$ cat config.mk
export PLATFORM = sky130hd
export DESIGN_NAME = gsensor_ctrl
export DESIGN_NICKNAME = d
export VERILOG_FILES = /design/src/rtl/gsensor_pkg.sv /design/src/rtl/gsensor_spi_xfer.sv /design/src/rtl/gsensor_ctrl.sv
export SDC_FILE = /design/constraint.sdc
export NUM_CORES = 1
export LEC_CHECK = 0
export ABC_AREA = 1
export BUFFER_PORTS_ARGS = -buffer_cell sky130_fd_sc_hd__clkbuf_2
export CORE_ASPECT_RATIO = 1.4
export CORE_MARGIN = 2
export CORE_UTILIZATION = 50
export CTS_CLUSTER_SIZE = 28
export DETAILED_ROUTE_END_ITERATION = 16
export PLACE_DENSITY = 0.71
export SLEW_MARGIN = 20
export SYNTH_ARGS = -nofsm -noshare
export SYNTH_HDL_FRONTEND = slang
export SYNTH_HIERARCHICAL = 1
export SYNTH_SLANG_ARGS = --single-unit
export TNS_END_PERCENT = 100
$ cat constraint.sdc
create_clock -name i_clk -period 11.3 [get_ports i_clk]
set_input_delay 2.26 -clock i_clk [delete_from_list [all_inputs] [get_ports i_clk]]
set_output_delay 2.26 -clock i_clk [all_outputs]
set_load 0.02 [all_outputs]
$ cat src/rtl/gsensor_pkg.sv
// Shared constants, state encodings and command-byte helper for the ADXL345 sequencer.
package gsensor_pkg;

  localparam logic [5:0] ADDR_BW_RATE     = 6'h2C;
  localparam logic [5:0] ADDR_POWER_CTL   = 6'h2D;
  localparam logic [5:0] ADDR_INT_ENABLE  = 6'h2E;
  localparam logic [5:0] ADDR_INT_MAP     = 6'h2F;
  localparam logic [5:0] ADDR_DATA_FORMAT = 6'h31;
  localparam logic [5:0] ADDR_DATAX0      = 6'h32;

  localparam int unsigned CMD_RW_BIT = 7;
  localparam int unsigned CMD_MB_BIT = 6;

  localparam logic [2:0] CFG_NBYTES  = 3'd2;
  localparam logic [2:0] READ_NBYTES = 3'd7;

  typedef enum logic [2:0] {STARTUP, CFG, IDLE, READ, DONE, GAP} state_e;

  typedef enum logic [1:0] {XferIdle, XferLead, XferLow, XferHigh} xfer_state_e;

  function automatic logic [7:0] spi_cmd(input logic rd, input logic mb, input logic [5:0] addr);
    logic [7:0] cmd;
    cmd             = {2'b00, addr};
    cmd[CMD_RW_BIT] = rd;
    cmd[CMD_MB_BIT] = mb;
    return cmd;
  endfunction

endpackage

$ cat src/rtl/gsensor_spi_xfer.sv
// SPI mode-3 transaction engine: CS framing, SCLK generation, MSB-first shift in/out.
module gsensor_spi_xfer
  import gsensor_pkg::*;
#(
  parameter int unsigned HP = 12
) (
  input  logic       clk_i,
  input  logic       rst_ni,
  input  logic       start_i,
  input  logic [2:0] nbytes_i,
  output logic       tx_req_o,
  output logic [2:0] tx_idx_o,
  input  logic [7:0] tx_byte_i,
  output logic [7:0] rx_byte_o,
  output logic [2:0] rx_idx_o,
  output logic       rx_valid_o,
  output logic       done_o,
  output logic       cs_n_o,
  output logic       sclk_o,
  output logic       mosi_o,
  input  logic       miso_i
);

  xfer_state_e st_q;
  logic [15:0] cnt_q;
  logic [3:0]  bit_q;
  logic [2:0]  byte_q, nb_q;
  logic [7:0]  tx_sh_q, rx_sh_q, rx_byte_q;
  logic [2:0]  rx_idx_q;
  logic        cs_n_q, sclk_q, mosi_q, rx_valid_q, done_q;
  logic        hp_end, last_byte;

  assign hp_end    = (cnt_q == 16'(HP - 1));
  assign last_byte = (byte_q == nb_q);
  // Parent answers a request combinationally with the byte at tx_idx_o.
  assign tx_req_o  = hp_end && ((st_q == XferLead) ||
                                (st_q == XferHigh && bit_q == 4'd8 && !last_byte));
  assign tx_idx_o  = byte_q;

  always_ff @(posedge clk_i or negedge rst_ni) begin
    if (!rst_ni) begin
      st_q       <= XferIdle;
      cnt_q      <= '0;
      bit_q      <= '0;
      byte_q     <= '0;
      nb_q       <= '0;
      tx_sh_q    <= '0;
      rx_sh_q    <= '0;
      rx_byte_q  <= '0;
      rx_idx_q   <= '0;
      cs_n_q     <= 1'b1;
      sclk_q     <= 1'b1;
      mosi_q     <= 1'b0;
      rx_valid_q <= 1'b0;
      done_q     <= 1'b0;
    end else begin
      rx_valid_q <= 1'b0;
      done_q     <= 1'b0;
      cnt_q      <= hp_end ? '0 : cnt_q + 16'd1;
      case (st_q)
        XferIdle: begin
          cnt_q <= '0;
          if (start_i) begin
            cs_n_q <= 1'b0;
            byte_q <= '0;
            bit_q  <= '0;
            nb_q   <= nbytes_i;
            st_q   <= XferLead;
          end
        end
        XferLead: begin
          if (hp_end) begin
            sclk_q  <= 1'b0;
            mosi_q  <= tx_byte_i[7];
            tx_sh_q <= {tx_byte_i[6:0], 1'b0};
            st_q    <= XferLow;
          end
        end
        XferLow: begin
          if (hp_end) begin
            sclk_q  <= 1'b1;
            rx_sh_q <= {rx_sh_q[6:0], miso_i};
            bit_q   <= bit_q + 4'd1;
            if (bit_q == 4'd7) begin
              rx_valid_q <= 1'b1;
              rx_byte_q  <= {rx_sh_q[6:0], miso_i};
              rx_idx_q   <= byte_q;
              byte_q     <= byte_q + 3'd1;
            end
            st_q <= XferHigh;
          end
        end
        XferHigh: begin
          if (hp_end) begin
            if (bit_q == 4'd8 && last_byte) begin
              cs_n_q <= 1'b1;
              mosi_q <= 1'b0;
              done_q <= 1'b1;
              st_q   <= XferIdle;
            end else if (bit_q == 4'd8) begin
              sclk_q  <= 1'b0;
              mosi_q  <= tx_byte_i[7];
              tx_sh_q <= {tx_byte_i[6:0], 1'b0};
              bit_q   <= '0;
              st_q    <= XferLow;
            end else begin
              sclk_q  <= 1'b0;
              mosi_q  <= tx_sh_q[7];
              tx_sh_q <= {tx_sh_q[6:0], 1'b0};
              st_q    <= XferLow;
            end
          end
        end
        default: st_q <= XferIdle;
      endcase
    end
  end

  assign rx_byte_o  = rx_byte_q;
  assign rx_idx_o   = rx_idx_q;
  assign rx_valid_o = rx_valid_q;
  assign done_o     = done_q;
  assign cs_n_o     = cs_n_q;
  assign sclk_o     = sclk_q;
  assign mosi_o     = mosi_q;

endmodule

$ cat src/rtl/gsensor_ctrl.sv
// ADXL345 sequencer: power-up wait, config writes, periodic X/Y/Z burst reads.
// Define GSENSOR_INT_TRIGGER_EN to trigger reads from INT1 (DATA_READY) instead of a timer.
module gsensor_ctrl
  import gsensor_pkg::*;
#(
  parameter int unsigned CLK_HZ      = 50000000,
  parameter int unsigned SCLK_HZ     = 2000000,
  parameter int unsigned STARTUP_CYC = 100000,
  parameter int unsigned SAMPLE_CYC  = 250000,
  parameter int unsigned GAP_CYC     = 24,
  parameter logic [7:0]  BW_RATE_VAL = 8'h0A,
  parameter logic [7:0]  FORMAT_VAL  = 8'h08
) (
  input  logic        i_clk,
  input  logic        i_rst_n,
  input  logic        i_int1,
  output logic        o_cs_n,
  output logic        o_sclk,
  output logic        o_mosi,
  input  logic        i_miso,
  output logic [15:0] o_x,
  output logic [15:0] o_y,
  output logic [15:0] o_z,
  output logic        o_valid,
  output logic        o_cfg_done,
  output logic        o_busy
);

  localparam int unsigned HP = CLK_HZ / (2 * SCLK_HZ);
`ifdef GSENSOR_INT_TRIGGER_EN
  localparam logic [2:0] NUM_CFG = 3'd5;
`else
  localparam logic [2:0] NUM_CFG = 3'd3;
`endif

  logic [1:0] rst_sync_q;
  logic       rst_n;

  always_ff @(posedge i_clk or negedge i_rst_n) begin
    if (!i_rst_n) rst_sync_q <= 2'b00;
    else          rst_sync_q <= {rst_sync_q[0], 1'b1};
  end
  assign rst_n = rst_sync_q[1];

  state_e      state_q;
  logic [31:0] cnt_q;
  logic [2:0]  cfg_idx_q;
  logic        start_q, cfg_done_q, valid_q;
  logic [47:0] rd_q;
  logic [15:0] x_q, y_q, z_q;
  logic        trig;

  logic       tx_req, rx_valid, xdone, cs_n;
  logic [2:0] tx_idx, rx_idx;
  logic [7:0] tx_byte, rx_byte, cfg_data;
  logic [5:0] cfg_addr;

  always_comb begin
    cfg_addr = ADDR_DATA_FORMAT;
    cfg_data = FORMAT_VAL;
    case (cfg_idx_q)
      3'd1: begin cfg_addr = ADDR_BW_RATE;    cfg_data = BW_RATE_VAL; end
      3'd2: begin cfg_addr = ADDR_POWER_CTL;  cfg_data = 8'h08;       end
`ifdef GSENSOR_INT_TRIGGER_EN
      3'd3: begin cfg_addr = ADDR_INT_MAP;    cfg_data = 8'h00;       end
      3'd4: begin cfg_addr = ADDR_INT_ENABLE; cfg_data = 8'h80;       end
`endif
      default: ;
    endcase
  end

  always_comb begin
    tx_byte = 8'h00;
    if (tx_req && tx_idx == 3'd0) begin
      tx_byte = (state_q == READ) ? spi_cmd(1'b1, 1'b1, ADDR_DATAX0)
                                  : spi_cmd(1'b0, 1'b0, cfg_addr);
    end else if (tx_req && tx_idx == 3'd1 && state_q == CFG) begin
      tx_byte = cfg_data;
    end
  end

  gsensor_spi_xfer #(
    .HP (HP)
  ) u_xfer (
    .clk_i      (i_clk),
    .rst_ni     (rst_n),
    .start_i    (start_q),
    .nbytes_i   ((state_q == READ) ? READ_NBYTES : CFG_NBYTES),
    .tx_req_o   (tx_req),
    .tx_idx_o   (tx_idx),
    .tx_byte_i  (tx_byte),
    .rx_byte_o  (rx_byte),
    .rx_idx_o   (rx_idx),
    .rx_valid_o (rx_valid),
    .done_o     (xdone),
    .cs_n_o     (cs_n),
    .sclk_o     (o_sclk),
    .mosi_o     (o_mosi),
    .miso_i     (i_miso)
  );

  always_ff @(posedge i_clk or negedge rst_n) begin
    if (!rst_n) begin
      state_q    <= STARTUP;
      cnt_q      <= '0;
      cfg_idx_q  <= '0;
      start_q    <= 1'b0;
      cfg_done_q <= 1'b0;
      valid_q    <= 1'b0;
      rd_q       <= '0;
      x_q        <= '0;
      y_q        <= '0;
      z_q        <= '0;
    end else begin
      start_q <= 1'b0;
      valid_q <= 1'b0;
      case (state_q)
        STARTUP: begin
          if (cnt_q == STARTUP_CYC - 1) begin
            cnt_q   <= '0;
            state_q <= CFG;
            start_q <= 1'b1;
          end else begin
            cnt_q <= cnt_q + 32'd1;
          end
        end
        CFG:  if (xdone) state_q <= GAP;
        IDLE: begin
          if (trig) begin
            state_q <= READ;
            start_q <= 1'b1;
          end
        end
        READ: begin
          // Byte 0 is the command slot; bytes 1..6 are X0,X1,Y0,Y1,Z0,Z1.
          if (rx_valid && rx_idx != 3'd0) rd_q[{rx_idx - 3'd1, 3'b000} +: 8] <= rx_byte;
          if (xdone) state_q <= DONE;
        end
        DONE: begin
          x_q     <= rd_q[15:0];
          y_q     <= rd_q[31:16];
          z_q     <= rd_q[47:32];
          valid_q <= 1'b1;
          state_q <= GAP;
        end
        GAP: begin
          if (cnt_q == GAP_CYC - 1) begin
            cnt_q <= '0;
            if (cfg_done_q) begin
              state_q <= IDLE;
            end else if (cfg_idx_q == NUM_CFG - 3'd1) begin
              cfg_done_q <= 1'b1;
              state_q    <= IDLE;
            end else begin
              cfg_idx_q <= cfg_idx_q + 3'd1;
              state_q   <= CFG;
              start_q   <= 1'b1;
            end
          end else begin
            cnt_q <= cnt_q + 32'd1;
          end
        end
        default: state_q <= STARTUP;
      endcase
    end
  end

`ifdef GSENSOR_INT_TRIGGER_EN
  logic [1:0] int_sync_q;

  always_ff @(posedge i_clk or negedge rst_n) begin
    if (!rst_n) int_sync_q <= 2'b00;
    else        int_sync_q <= {int_sync_q[0], i_int1};
  end
  assign trig = int_sync_q[1];
`else
  logic [31:0] tmr_q;
  logic        pend_q, wrap, unused_int1;

  assign unused_int1 = i_int1;
  assign wrap        = cfg_done_q && (tmr_q == SAMPLE_CYC - 1);

  // Pending is consumed in IDLE; a wrap in the same cycle re-arms it.
  always_ff @(posedge i_clk or negedge rst_n) begin
    if (!rst_n) begin
      tmr_q  <= '0;
      pend_q <= 1'b0;
    end else begin
      tmr_q  <= (!cfg_done_q || wrap) ? '0 : tmr_q + 32'd1;
      pend_q <= (pend_q && state_q != IDLE) || wrap;
    end
  end
  assign trig = pend_q;
`endif

  assign o_cs_n     = cs_n;
  assign o_x        = x_q;
  assign o_y        = y_q;
  assign o_z        = z_q;
  assign o_valid    = valid_q;
  assign o_cfg_done = cfg_done_q;
  assign o_busy     = !cs_n || (state_q == GAP);

endmodule

==> results of run 1 <==
-- critical path, cell delays in order (launching register included) --
cell	delay, ns
dfrtp_1	0.43
inv_1	0.11
nand3_2	0.16
nand2_1	0.10
clkbuf_2	0.17
-- final cells by class --
cell class	count	area [µm²]	share of cell area
well taps	306	383	0.0296
flip-flops and latches	230	5760	0.446
clock inverters	13	124	0.00959
inverters	161	609	0.0472
clock buffers	29	618	0.0478
multi-input cells	1033	5110	0.395
repair buffers	61	318	0.0246
-- cell families (layout without fill, tap and decap cells) --
logic type	Yosys count	count (layout)
other	1	2
adders and majority gates	15	15
and+or+nand+nor	827	827
xor gates and xnor gates	57	57
AOI/OAI and AO/OA	132	132
DFF	230	230
buffers and inverters	185	264
-- metal layers --
| metal | up-vias | wire, µm | share of wire | track usage |
|---|---|---|---|---|
| li1 | 4670 | - | - | - |
| met1 | 4345 | 10600 | 0.42 | 0.252 |
| met2 | 169 | 12600 | 0.50 | 0.381 |
| met3 | 61 | 889 | 0.035 | 0.0267 |
| met4 | 0 | 1030 | 0.041 | 0.0903 |
| met5 | - | 0 | 0 | 0 |
-- per-stage QoR --
| stage | instances | hold slack, ns | worst slack, ns | total power, µW |
|---|---|---|---|---|
| 2_1_floorplan | 1448 | 0.331 | 4.42 | 852 |
| 3_3_place_gp | 1791 | 0.336 | 8.08 | 858 |
| 3_5_place_dp | 1791 | 0.339 | 8.09 | 858 |
| 4_1_cts | 1833 | 0.354 | 7.54 | 1620 |
| 5_1_grt | 1833 | 0.369 | 7.48 | 1650 |
| 6_report | 1833 | 0.352 | 7.57 | 1600 |
-- Yosys cell counts (all sizes together) (5+ instances only) --
cell	count
inv	158
clkbuf	5
nand2	478
nor3	32
dfrtp	228
o21ai	94
buf	19
nand3	82
nor2	202
xor2	44
ha	15
xnor2	13
nand4	27
a21oi	23
-- report_power, final --
part / internal, µW / leakage [µW] / switching, µW
sequential: 824 / 0.00313 / 3.46
clock: 435 / 0.000367 / 321
combinational: 1.03 / 0.00268 / 12.7
total: 1260 / 0.00617 / 338
-- flip-flops by register name (all words and copies together) (netlist names), 4 cells and up --
register and cells:
rd_q 48, o_y 16, u_xfer/bit_q 4, u_xfer/cnt_q 16, u_xfer/tx_sh_q 7, u_xfer/rx_sh_q 7
o_x 16, o_z 16, u_xfer/rx_byte_o 8, tmr_q 32, cnt_q 32
-- path summary, 6_finish.rpt --
check | start | end | slack (ns) | cells after the start
max | state_q[1] | o_busy | 7.57 | 4
min | rst_sync_q[0] | rst_sync_q[1] | 0.35 | 0
max reg2reg | u_xfer/rx_idx_o[0] | rd_q[34] | 8.78 | 11
min reg2reg | rst_sync_q[0] | rst_sync_q[1] | 0.35 | 0
max in group asynchronous | rst_sync_q[1] | u_xfer/tx_sh_q[7] | 9.04 | 2
min in group asynchronous | rst_sync_q[1] | tmr_q[3] | 0.36 | 0
==> out/metrics.yaml, run 1 <==
placed_design:
  globalplace.congestion: 0.906
  port_buffers: 56
  placed_area_um2: 12200
  dp_hpwl_um: 18000
layout:
  post-route-util: 0.561
  area_delta_synth_final_pct: 11.3
  nFillCells: 2142
  n_antenna_cell: 0
  drive_gt1_frac: 0.123
  fin_nets: 1529
  final_common_cell: "nand2_1"
  design_area_um2: 12900
  final_cell_mix: "nand2_1 (455), dfrtp_1 (227), nor2_1 (179)"
floorplan:
  rows: 66
  die_w_um: 133
  die_area_um2: 24500
  die_y_um: 184
  io_pins: 58
  core_area_um2: 23000
  initial_utilization: 0.504
synth:
  yosysWarnings: 6
  synth_fa_ha_area_frac: 0.0162
  synth_area_leaders: "dfrtp_1 (49%), nand2_1 (15%), nor2_1 (5.8%)"
  synth_ff_type: "dfrtp_1"
  yosysSeqAreaShare: 0.496
  synth_largest_area_cell: "dfrtp_1"
  avgSynthCellArea_um2: 8.02
  postSynth.asyncResetShare: 1.00
  synth_top_area_frac: 0.492
  synth_xor_area_frac: 0.0437
  synth_edf_count: 0
  synth-compound-area-share: 0.0651
  yosys.area_share.simple: 0.314
  syn-instance-count: 1447
  ys_ff_latch: 230
  synthesis.area_um2: 11600
  ys_types: 48
  synth_mux_area_frac: 0
  synth_top_family_by_area: "simple AND/OR/NAND/NOR gates"
clock_network:
  clockRootBuffer: "clkbuf_16"
  clk_latency_ns: 0.51
  htreeDepth: 1
  cts_setup_buffers: 0
  cts_buffer_depth: 3
  holdBufCountCts: 0
  cts_resized: 0
  numCtsBuffers: 23
  clkTransAtPathRegs_ns: 0.06
  cts_tree: "built"
  clock_sinks: 230
sta:
  hold_viol: 0
  tightest_slew_ns: 0.832
  finClkSkew_ns: 0.0104
  period_minus_slack_ns: 3.73
  slew_violations: 0
  setup_viol: 0
  fin_crit_sh: 0.331
  rsz0062_at_grt: "no"
  max_freq_mhz: 268
  tns_ns: 0
  relSlewSlack: 0.445
grt:
  grt_usage: 0.211
  grt_pass1_vias: 9192
  overflow: 0
  grt_max_degree: 66
  grt_pass1_wl_um: 42800
  antenna_found_initial: 0
detailed_routing:
  drc: 0
  drt_iter0_markers: 476
  first_pass_iters: 5
  totalWireLength_um: 25100
  routedWlPerCell_um: 13.7
  viasPerCell: 5.04
  drtAntennaViolNets: 0
  via_count: 9245
worst_hold_path:
  hold_path_class: "reg2reg"
worst_setup_path:
  startpoint_type: "flop"
  endpoint_kind: "output pin"
  cp.arrival_ns: 1.47
  crit_type: "reg2out"
  critPathMaxFanout: 6
  cp.required_ns: 9.04
pwr:
  powerDensity_nw_per_um2: 124
  ir_worst_vdd_uv: 108
  p_leak_uw: 0.00617
outcome:
  status: "finished, final reports clean"
flow_run:
  cap_violations: 0
Note: power is estimated with default switching activity, not from simulation.
==> run 2: changes to the inputs <==
--- a/config.mk
+++ b/config.mk
@@ -12,7 +12,7 @@
 export CORE_UTILIZATION = 50
 export CTS_CLUSTER_SIZE = 28
 export DETAILED_ROUTE_END_ITERATION = 16
-export PLACE_DENSITY = 0.71
+export PLACE_DENSITY = 0.74
 export SLEW_MARGIN = 20
 export SYNTH_ARGS = -nofsm -noshare
 export SYNTH_HDL_FRONTEND = slang
==> constraint.sdc (replaced) <==
create_clock -name i_clk -period 3.4 [get_ports i_clk]
set_input_delay 0.68 -clock i_clk [delete_from_list [all_inputs] [get_ports i_clk]]
set_output_delay 0.68 -clock i_clk [all_outputs]
set_load 0.02 [all_outputs]
==> run 2 against run 1 <==
Utilization rose by 0.78 points. Clock skew about the same. Clock power grew to 3.7 times the previous value. Critical endpoint is now rd_q[33]. Setup slack got worse by 6.7 ns. Hold slack better by 0.0022 ns. Highest routed layer unchanged.
==> out/metrics.yaml, run 2 (synthesis gave the netlist of run 1 again) <==
outcome:
  status: "finished, final reports clean"  # unchanged
clock_network:
  clock_sinks: 230  # unchanged
  clkTransAtPathRegs_ns: 0.07  # was 0.06 ns
  cts_resized: 0  # unchanged
  cts_tree: "built"  # unchanged
  htreeDepth: 1  # unchanged
  clockRootBuffer: "clkbuf_16"  # unchanged
  numCtsBuffers: 24  # was 23
  cts_buffer_depth: 3  # unchanged
  clk_latency_ns: 0.51  # about the same
layout:
  final_cells: 1842  # was 1,833
  final_cell_mix: "nand2_1 (457), dfrtp_1 (227), nor2_1 (179)"  # was nand2_1 (455), dfrtp_1 (227), nor2_1 (179)
  drive_gt1_frac: 0.126  # was 0.123
  n_antenna_cell: 0  # unchanged
  fin_nets: 1537  # was 1,529
  largest_reg_flops: 48  # unchanged
  largest-register: "rd_q"  # unchanged
  final_common_cell: "nand2_1"  # unchanged
  top_regs: "rd_q (48), cnt_q (32), tmr_q (32)"  # unchanged
  area_delta_synth_final_pct: 12.9  # was 11.3%
placed_design:
  port_buffers: 56  # unchanged
  dp_hpwl_um: 18800  # was 18,000 µm
  place_ws_ns: 0.898  # was 8.09 ns
  globalplace.congestion: 0.901  # was 0.906
  dpl.cell_count: 1797  # was 1,791
pwr:
  sw_frac_of_total: 0.202  # was 0.211
  powerDensity_nw_per_um2: 430  # was 124 nW/µm²
  p_leak_uw: 0.00626  # was 0.00617 µW
  combPwrFrac: 0.009  # about the same
  power_switching_uw: 1140  # was 338 µW
  ir_worst_vdd_uv: 381  # was 108 µV
  seq_power_share: 0.490  # was 0.518
  p_int_uw: 4490  # was 1260 µW
  clock_power_share: 0.501  # was 0.473
grt:
  grt_pass1_wl_um: 44000  # was 42,800 µm
  antenna_found_initial: 0  # unchanged
  grt_usage: 0.218  # was 0.211
  grt_pass1_vias: 9340  # was 9,192
  overflow: 0  # unchanged
  grt_max_degree: 70  # was 66
worst_setup_path:
  cp.arrival_ns: 2.91  # was 1.47 ns
  critPathMaxFanout: 16  # was 6
  reg2reg_slack_ns: 0.87  # was 8.78 ns
  crit_chain: "inv_1 > ha_1 > xnor2_2 > ha_1 > inv_2 > nor2_1 > nand2_1 > nor2_1 > nand2_2 > nand2_1 > o21ai_1"  # was inv_1 > nand3_2 > nand2_1 > clkbuf_2
  startpoint_type: "flop"  # unchanged
  endpoint_kind: "flop"  # was output pin
  max_stage_delay_ns: 0.54  # was 0.43 ns
  r2r_cells: 11  # unchanged
  r2r-start: "u_xfer/rx_idx_o[0]"  # unchanged
  cpMaxStageDelayCell: "dfrtp_1"  # unchanged
  cp.required_ns: 3.78  # was 9.04 ns
  crit_type: "reg2reg"  # was reg2out
  reg2reg_to: "rd_q[33]"  # was rd_q[34]
worst_hold_path:
  hp-start: "rst_sync_q[0]"  # unchanged
  hold_path_depth: 0  # unchanged
  min_delay_worst_endpoint: "rst_sync_q[1]"  # unchanged
  hold_path_class: "reg2reg"  # unchanged
detailed_routing:
  drt_iter0_markers: 520  # was 476
  first_pass_iters: 5  # unchanged
  drc: 0  # unchanged
  routedWlPerCell_um: 14.0  # was 13.7 µm
  viasPerCell: 5.08  # was 5.04
  totalWireLength_um: 25800  # was 25,100 µm
  via_count: 9356  # was 9,245
  drtAntennaViolNets: 0  # unchanged
sta:
  worst_slack_ns: 0.870  # was 7.57 ns
  max_freq_mhz: 395
  tightest_slew_ns: 0.932  # was 0.832 ns
  period_minus_slack_ns: 2.53
  fin_crit_sh: 0.744
  hold_viol: 0  # unchanged
  rsz0062_at_grt: "no"  # unchanged
  setup_viol: 0  # unchanged
  finClkSkew_ns: 0.0103  # was 0.0104 ns
  relSlewSlack: 0.379  # was 0.445
  tns_ns: 0  # unchanged
  slew_violations: 0  # unchanged
flow_run:
  cap_violations: 0  # unchanged
floorplan:
  die_area_um2: 24500  # unchanged
  initial_utilization: 0.504  # unchanged
  rows: 66  # unchanged
  die_w_um: 133  # unchanged
  die_y_um: 184  # unchanged
  io_pins: 58  # unchanged
  core_area_um2: 23000  # unchanged
-- run 2: layout make-up --
cell class                      count  area [µm²]
Sequential cell                   230        5760
Clock buffer                       34         699
Tap cell                          306         383
Timing Repair Buffer               68         385
Clock inverter                     10         159
Multi-Input combinational cell   1033        5100
Inverter                          161         609
Fill cell                        2100        9940
-- run 2: worst max-delay path: cells and delay by family (launching register included) --
kind | cells | cell delay [ns]
flops | 1 | 0.54
compound gates | 1 | 0.07
simple gates | 5 | 0.65
xor+xnor | 1 | 0.16
buf+inv | 2 | 0.26
fa+ha+maj | 2 | 0.70
-- run 2: worst max-delay path by stage --
stage	startpoint	to	slack [ns]	cells past startpoint
after CTS	u_xfer/rx_idx_o[0]	rd_q[37]	0.85	11
after global placement	u_xfer/rx_idx_o[0]	rd_q[32]	1.0	11
final	u_xfer/rx_idx_o[0]	rd_q[33]	0.87	11
after floorplan	rst_sync_q[1]	cfg_idx_q[0]	1.08	0
after global routing	u_xfer/bit_q[0]	u_xfer/mosi_o	0.65	14
after detailed placement	u_xfer/rx_idx_o[0]	rd_q[37]	0.90	11
-- run 2: stage by stage --
step / hold WS (ns) / power (µW) / area, µm² / utilization
final: 0.354 / 5630 / 13100 / 0.569
after global routing: 0.383 / 5830 / 13100 / 0.569
after CTS: 0.354 / 5700 / 13100 / 0.569
after detailed placement: 0.339 / 2860 / 12200 / 0.531
after global placement: 0.336 / 2860 / 12200 / 0.531
after floorplan: 0.331 / 2830 / 11600 / -
-- run 2: routing by layer --
layer,global-route usage,vias to the layer above,wire length [µm]
met5,0,-,0
met3,0.0275,58,944
li1,-,4705,-
met4,0.0925,0,1010
met1,0.250,4402,10500
met2,0.406,191,13400
-- run 2: power by group through the flow --
stage	combinational (µW)	sequential (µW)	clock [µW]
floorplan	1.52	2830	0
global placement	50.6	2810	0
detailed placement	52.0	2810	0
CTS	53.0	2760	2890
global route	59.4	2760	3010
finish	49.3	2760	2820
-- run 2: timing repair --
action                                 4_1_cts  5_1_grt
buffers inserted                             0        0
endpoints found under the hold margin        2        0
hold buffers                                 1        0
